### config.mk
export PLATFORM = sky130hd
export DESIGN_NAME = booth_mult_arbiter
export DESIGN_NICKNAME = d
export VERILOG_FILES = /design/src/rtl/booth_mult_arbiter.sv
export SDC_FILE = /design/constraint.sdc
export NUM_CORES = 1
export LEC_CHECK = 0
export ABC_AREA = 1
export CORE_MARGIN = 3
export CORE_UTILIZATION = 44
export CTS_CLUSTER_SIZE = 24
export DETAILED_ROUTE_END_ITERATION = 12
export PLACE_DENSITY_LB_ADDON = 0.25
export SKIP_LAST_GASP = 1
export SLEW_MARGIN = 20
export SYNTH_ARGS = -nofsm -noshare
export SYNTH_HDL_FRONTEND = slang
export SYNTH_SLANG_ARGS = --single-unit
### constraint.sdc
create_clock -name clk -period 7.71 [get_ports clk]
set_clock_uncertainty 0.1 [all_clocks]
set_input_delay 1.542 -clock clk [delete_from_list [all_inputs] [get_ports clk]]
set_output_delay 1.542 -clock clk [all_outputs]
set_load 0.01 [all_outputs]
### src/rtl/booth_mult_arbiter.sv
// booth_mult_arbiter
// ------------------
// Shares one fully pipelined signed multiplier between NUM_REQ requesters.
// Each cycle at most one request is granted in round-robin order, and the
// granted operands are registered onto the multiplier interface. A tag
// pipeline of MULT_LAT+1 stages follows each product. When a tag reaches
// the final stage, the product on mult_p_i is routed back to its requester
// as a registered one-cycle pulse. The latency from grant to response is
// MULT_LAT+2 cycles.
//
// Optional feature macro: BOOTH_ARB_ACC_EN
//   When this macro is defined, each requester owns an ACC_W-bit signed
//   accumulator. Every returning product is added to that accumulator.
//   A response is produced only for a product tagged "last". That response
//   carries the running sum, and the accumulator then clears to 0.
//   When the macro is undefined, req_last_i is ignored and every product is
//   returned as it arrives.
//
// Ports:
//   clk           clock, rising edge
//   rst           asynchronous reset, active-high
//   req_valid_i   [NUM_REQ]       per-requester request
//   req_a_i       [NUM_REQ*OP_W]  packed multiplicands, requester i at [i*OP_W +: OP_W]
//   req_b_i       [NUM_REQ*OP_W]  packed multipliers, same packing
//   req_last_i    [NUM_REQ]       final product of an accumulation (accumulator build only)
//   req_grant_o   [NUM_REQ]       one-hot grant; the request is consumed this cycle
//   mult_a_o      [OP_W]          multiplicand to the multiplier
//   mult_b_o      [OP_W]          multiplier operand to the multiplier
//   mult_issue_o                  mult_a_o/mult_b_o are valid this cycle
//   mult_p_i      [RES_W]         product, valid MULT_LAT cycles after mult_issue_o
//   rsp_valid_o   [NUM_REQ]       one-hot result valid
//   rsp_data_o    [DATA_W]        product, or accumulator sum in the accumulator build
//   busy_o                        at least one product in flight
module booth_mult_arbiter #(
    parameter int NUM_REQ  = 4,
    parameter int OP_W     = 8,
    parameter int RES_W    = 16,
    parameter int MULT_LAT = 2,
    parameter int ACC_W    = 24,
`ifdef BOOTH_ARB_ACC_EN
    localparam int DATA_W  = (ACC_W > RES_W) ? ACC_W : RES_W
`else
    localparam int DATA_W  = RES_W
`endif
) (
    input  logic                    clk,
    input  logic                    rst,
    input  logic [NUM_REQ-1:0]      req_valid_i,
    input  logic [NUM_REQ*OP_W-1:0] req_a_i,
    input  logic [NUM_REQ*OP_W-1:0] req_b_i,
    input  logic [NUM_REQ-1:0]      req_last_i,
    output logic [NUM_REQ-1:0]      req_grant_o,
    output logic [OP_W-1:0]         mult_a_o,
    output logic [OP_W-1:0]         mult_b_o,
    output logic                    mult_issue_o,
    input  logic [RES_W-1:0]        mult_p_i,
    output logic [NUM_REQ-1:0]      rsp_valid_o,
    output logic [DATA_W-1:0]       rsp_data_o,
    output logic                    busy_o
);

    localparam int IDX_W = $clog2(NUM_REQ);
    localparam int FIN   = MULT_LAT;

    // ------------------------------------------------------------------
    // Operand unpacking
    // ------------------------------------------------------------------
    logic [OP_W-1:0] a_arr [NUM_REQ];
    logic [OP_W-1:0] b_arr [NUM_REQ];

    for (genvar gi = 0; gi < NUM_REQ; gi++) begin : g_unpack
        assign a_arr[gi] = req_a_i[gi*OP_W +: OP_W];
        assign b_arr[gi] = req_b_i[gi*OP_W +: OP_W];
    end

    // ------------------------------------------------------------------
    // Round-robin arbitration (combinational grant)
    // ------------------------------------------------------------------
    logic [IDX_W-1:0] ptr_q, ptr_d;
    logic             gnt_any;
    logic [IDX_W-1:0] gnt_idx;

    always_comb begin
        int               cand;
        logic [IDX_W-1:0] cand_idx;
        gnt_any  = 1'b0;
        gnt_idx  = '0;
        cand     = 0;
        cand_idx = '0;
        for (int k = 0; k < NUM_REQ; k++) begin
            cand     = (int'(ptr_q) + k) % NUM_REQ;
            cand_idx = IDX_W'(cand);
            if (!gnt_any && req_valid_i[cand_idx]) begin
                gnt_any = 1'b1;
                gnt_idx = cand_idx;
            end
        end
        // The grant is combinational, so it must be gated explicitly while
        // reset is held.
        if (rst) begin
            gnt_any = 1'b0;
        end
    end

    always_comb begin
        ptr_d = ptr_q;
        if (gnt_any) begin
            ptr_d = (gnt_idx == IDX_W'(NUM_REQ - 1)) ? '0 : gnt_idx + 1'b1;
        end
    end

    for (genvar gi = 0; gi < NUM_REQ; gi++) begin : g_grant
        assign req_grant_o[gi] = gnt_any && (gnt_idx == IDX_W'(gi));
    end

    // ------------------------------------------------------------------
    // Issue registers and tag pipeline
    // ------------------------------------------------------------------
    logic [OP_W-1:0]  mult_a_q, mult_b_q;
    logic             mult_issue_q;
    logic [FIN:0]     tag_valid_q;
    logic [FIN:0]     tag_last_q;
    logic [IDX_W-1:0] tag_id_q [FIN+1];

    always_ff @(posedge clk or posedge rst) begin
        if (rst) begin
            ptr_q        <= '0;
            mult_a_q     <= '0;
            mult_b_q     <= '0;
            mult_issue_q <= 1'b0;
            tag_valid_q  <= '0;
            tag_last_q   <= '0;
            for (int s = 0; s <= FIN; s++) begin
                tag_id_q[s] <= '0;
            end
        end else begin
            ptr_q        <= ptr_d;
            mult_issue_q <= gnt_any;
            if (gnt_any) begin
                mult_a_q <= a_arr[gnt_idx];
                mult_b_q <= b_arr[gnt_idx];
            end
            // Stage 0 is aligned with mult_issue_o. Stage FIN is aligned
            // with the product on mult_p_i.
            tag_valid_q[0] <= gnt_any;
            tag_last_q[0]  <= req_last_i[gnt_idx];
            tag_id_q[0]    <= gnt_idx;
            for (int s = 1; s <= FIN; s++) begin
                tag_valid_q[s] <= tag_valid_q[s-1];
                tag_last_q[s]  <= tag_last_q[s-1];
                tag_id_q[s]    <= tag_id_q[s-1];
            end
        end
    end

    // ------------------------------------------------------------------
    // Result routing
    // ------------------------------------------------------------------
    logic               fin_valid;
    logic [IDX_W-1:0]   fin_id;
    logic               rsp_fire;
    logic [DATA_W-1:0]  rsp_value;
    logic [NUM_REQ-1:0] rsp_valid_q;
    logic [DATA_W-1:0]  rsp_data_q;

    assign fin_valid = tag_valid_q[FIN];
    assign fin_id    = tag_id_q[FIN];

`ifdef BOOTH_ARB_ACC_EN
    logic [ACC_W-1:0] acc_q [NUM_REQ];
    logic [ACC_W-1:0] acc_sum;

    // The sum wraps modulo 2^ACC_W.
    assign acc_sum = acc_q[fin_id] + ACC_W'($signed(mult_p_i));

    always_comb begin
        rsp_fire  = fin_valid && tag_last_q[FIN];
        rsp_value = DATA_W'($signed(acc_sum));
    end

    for (genvar gi = 0; gi < NUM_REQ; gi++) begin : g_acc
        always_ff @(posedge clk or posedge rst) begin
            if (rst) begin
                acc_q[gi] <= '0;
            end else if (fin_valid && (fin_id == IDX_W'(gi))) begin
                // The accumulator clears on the cycle its sum is reported.
                acc_q[gi] <= tag_last_q[FIN] ? '0 : acc_sum;
            end
        end
    end
`else
    always_comb begin
        rsp_fire  = fin_valid;
        rsp_value = mult_p_i;
    end

    // The last flag rides the tag pipeline but has no consumer in this build.
    logic unused_ok;
    assign unused_ok = ^{tag_last_q[FIN], (ACC_W > 0)};
`endif

    always_ff @(posedge clk or posedge rst) begin
        if (rst) begin
            rsp_valid_q <= '0;
            rsp_data_q  <= '0;
        end else begin
            rsp_valid_q <= rsp_fire ? (NUM_REQ'(1) << fin_id) : '0;
            if (rsp_fire) begin
                rsp_data_q <= rsp_value;
            end
        end
    end

    // ------------------------------------------------------------------
    // Outputs
    // ------------------------------------------------------------------
    assign mult_a_o     = mult_a_q;
    assign mult_b_o     = mult_b_q;
    assign mult_issue_o = mult_issue_q;
    assign rsp_valid_o  = rsp_valid_q;
    assign rsp_data_o   = rsp_data_q;
    // busy_o also covers the response cycle, so it drops one cycle after
    // the final rsp_valid_o pulse.
    assign busy_o       = (|tag_valid_q) || (|rsp_valid_q);

endmodule

* Yosys cells after proc, flatten, opt, wreduce, memory -nomap -nowiden *
Index checks and enable logic that the tools add are counted.
W data, S select, Z words.

storage, ports and cells
  register bits after elaboration = 48
  input port bits = 90
  word-level logic and storage cells = 63
  output and inout bits = 42

operators by class
  mux-type cells = 25
  eq/ne operators = 3
  $add $sub $neg = 4
  reduce and logical (&&, ||, !) cells = 14
  bitwise operators = 1
  order comparisons = 5
  shift-type cells = 1

operators by type and width
  cell                   count
  $bmux W8 S2            2
  $mux W8                4
  $lt A2 B3 Y1 const B   4
  $mux W2                5
  $mux W1                9
  $bmux W1 S2            4
  $logic_and A1 B1 Y1    7
  $add A2 B1 Y2 const B  2
  $add A2 B2 Y2 const B  2
  $eq A2 B2 Y1 const B   2
  $mux W4                1
  $reduce_or A4 Y1       1
  $shl A1 B2 Y4 const A  1
  $ge A3 B3 Y1 const B   1
  $logic_not A1 Y1       3
  $not A2 Y3             1
  $reduce_or A3 Y1       1
  $eq A2 B1 Y1 const B   1
  $logic_not A2 Y1       1
  $logic_or A1 B1 Y1     1

* Logic depth before layout (Yosys ltp) *
  depth in word-level cells = 16
  mapped depth = 17
  depth with buffers taken out = 15

* Worst setup path before layout *
OpenSTA, ideal clock, no wires.

  path type = input-to-output
  start = in rst
  end = out req_grant_o[0]
  stages = 6
  required time = 6068 ps
  path buffers = 1
  path slack = 2722 ps
  arrival time = 3346 ps
  path through = inv_1 nand2_2 inv_2 buf_2 nand2_1 nor2_1

between the ends
  longest elaborated chain between the ends = 2

RTL lines
  what                 RTL line  text
  start: declaration   47        input logic rst,
  $mux W1              100       if (rst) begin
  $logic_and A1 B1 Y1  113       assign req_grant_o[gi] = gnt_any && (gnt_idx == IDX_W'(gi));
  end: declaration     52        output logic [NUM_REQ-1:0] req_grant_o,

Every way passes these cells.

* Worst setup path in the final report *
  start = in req_valid_i[1]
  end = out req_grant_o[2]

between the ends
  longest elaborated chain between the ends = 14
  elaborated cells between the ends (all ways) = 25
  classes of those cells = eq/ne (1); mux (17); reduce/logical (7)

RTL lines
  what                                     RTL line  text
  start: declaration                       48        input logic [NUM_REQ-1:0] req_valid_i,
  $bmux W1 S2                              93        if (!gnt_any && req_valid_i[cand_idx]) begin
  $mux W1 (not written as such)            93
  $mux W1                                  93
  $logic_not A1 Y1                         93
  $logic_and A1 B1 Y1                      93
  $mux W1                                  93
  $logic_not A1 Y1                         93
  $logic_and A1 B1 Y1                      93
  $mux W1                                  93
  $logic_not A1 Y1                         93
  $logic_and A1 B1 Y1                      93
  $mux W2 or $mux W1 (tied branches)       93
  $eq A2 B2 Y1 or $mux W1 (tied branches)  113, 100
  $logic_and A1 B1 Y1 *                    113

Every way passes the cells marked *; elsewhere a longest branch is shown, timed or not. The select of a mux whose other input is x is not followed.

==> reports/results.ini <==
[clock_network]
cts.path.max_buffers=2
clock_latency_ns=0.30
cts-root-buf=clkbuf_8
numClockSinks=47
post_cts_buffers=0
ctsHtreeMaxLevel=2
clkTransAtPathRegs_ns=0.09
cts_tree=yes
cts_buffers=5
cts_resized=0
cts_hold_buf=0

[drt]
drtPass1Iterations=4
vias_per_cell=5.03
vias=2894
drtIter0Drc=108
wire_per_inst_um=13.7
drt-total-wl_um=7900
drc=0
ant_nets=0

[timing]
worstMarginPinSlew_ns=0.875
fin_tns_setup_ns=0
final_max_slew_viol_count=0
relSlewSlack=0.415
rsz0062_at_grt=false
fin_crit_sh=0.793
fin_crit_ns=6.11
clock.fmax_mhz=164
setup_viol=0
hold_viol_final=0

[worst_setup_path]
arrival_ns=4.47
critPathMaxFanout=37
worstSetupPathType=input pin to output pin
end_kind=output pin
worstRegToRegCells=13
start_kind=input pin
critPathRequiredTime_ns=6.07

[run_status]
status=finished, final reports clean

[floorplan]
start_util=0.471
fp.dieArea_sq_um=7050
rows=27
ioPinCount=132
die_y_um=83.9
placeableCoreArea_sq_um=5680
die_w_um=83.9

[global_route]
grt_max_degree=49
grt_antenna_before_repair=0
grt_pass1_vias=2677
grt_remaining_overflow=0
grt_pass1_wl_um=12600
track_usage=0.220

[hold_path]
holdPathStages=0
hold_path_class=register to register

[power_and_ir_drop]
p_leak_nw=2.06
worst_ir_drop_vdd_mv=0.337
power_density_nw_per_um2=424
power_mw=1.70

[finish]
syn2layout_area_growth_pct=50.2
final_net_count=593
n_antenna_cell=0
layout-drive-gt1-share=0.0378

[synth]
avgSynthCellArea_sq_um=6.84
ys_types=21
synth_cells=391
synth_top_area_share=0.440
ys_ff_latch=47
seq_area_frac_synth=0.440
yosysTopAreaCell=dfrtp_1
ys_warn_count=0
syn_nets=481
synth.top_cells.by_area=dfrtp_1 44%, nand2_1 34%, nand4_1 7.7%
synthesis.area_sq_um=2670

[placed_design]
portBuffers=127
hpwl_um=5760
gp_congestion=0.879

[job]
drv_cap=0

-- synth_stat cells, drive strengths merged --
library cell	count
nor2	3
a31oi	1
nand4	33
nand2	246
buf	18
clkbuf	5
nor3	6
o211ai	1
dfrtp	47
inv	18
o21ai	2
nand3	10
nor4	1
-- per-layer routing --
layer	share of wire	track usage	vias up	wire length, um
li1	-	-	1454	-
met1	0.42	0.284	1306	3350
met2	0.48	0.369	119	3790
met3	0.073	0.0444	15	576
met4	0.023	0.0731	0	182
met5	0	0	-	0
-- state kept, by name (all words and copies together), names as in the netlist --
name	flops
tag_valid_q	3
fin_id	2
mult_a_o	8
rsp_valid_o	4
rsp_data_o	16
ptr_q	2
mult_b_o	8
tag_id_q	4
-- stage by stage --
stage               std cells  hold WS (ns)  setup slack (ns)  area, sq um   util
finish                    575         0.254              1.60         4010  0.707
global route              575         0.262              1.32         4010  0.707
CTS                       575         0.256              1.64         4010  0.707
detailed placement        568         0.236              1.65         3910  0.689
global placement          568         0.232              1.72         3910  0.689
floorplan                 391         0.231              2.72         2670      -
-- worst max-delay path: stages --
cell and delay (ns):
clkdlybuf4s50_1 0.42, inv_1 0.08, nand2_1 0.07, nand3_1 0.13, nand2_1 0.12, inv_1 0.10
nand3_2 0.57, nand3_4 0.64, nand3_1 0.17, inv_1 0.10, clkdlybuf4s50_1 0.53
-- cell type report --
class                   count  area, sq um
clock inverters             1         30.0
fillers                   492         1660
repair buffers            128         1280
multi-input cells         303         1300
flip-flops and latches     47         1180
clock buffers               6         72.6
inverters                  18         70.1
well taps                  72         90.1
-- power breakdown --
group	switching [mW]	total [mW]	internal, mW	leakage (nW)
clock network	0.0778	0.173	0.0951	0.0513
registers	0.0696	0.421	0.351	0.581
logic	0.679	1.11	0.430	1.43
-- worst paths after layout --
check                      slack, ns                        end                  start
max                             1.60             req_grant_o[2]         req_valid_i[1]
min                             0.25      tag_id_q[2]$_DFF_PP0_  tag_id_q[4]$_DFF_PP0_
max reg2reg                     4.75    mult_a_o[4]$_DFFE_PP0P_   ptr_q[0]$_DFFE_PP0P_
min reg2reg                     0.25      tag_id_q[2]$_DFF_PP0_  tag_id_q[4]$_DFF_PP0_
max in group asynchronous       5.44  rsp_data_o[5]$_DFFE_PP0P_                    rst
min in group asynchronous       1.67    mult_a_o[3]$_DFFE_PP0P_                    rst
-- placed cells by master, fill, tap and decap left out, types with 2 or more instances in the layout --
cell type	Yosys	routed
nor3_1	6	6
clkdlybuf4s50_1	0	127
nand3_1	7	7
dfrtp_1	47	47
nand2_2	3	3
nand2_1	243	243
inv_2	3	4
clkbuf_8	0	5
nand3_4	2	2
nand4_1	33	33
nor2_1	2	2
o21ai_1	2	2
inv_1	14	13
-- logic make-up after synthesis --
family                 Yosys count  synth area share
and+or+nand+nor                299             0.476
DFF                             47             0.440
buffers and inverters           41            0.0749
AOI/OAI and AO/OA                4           0.00890
Power figures use the tool's default switching activity.
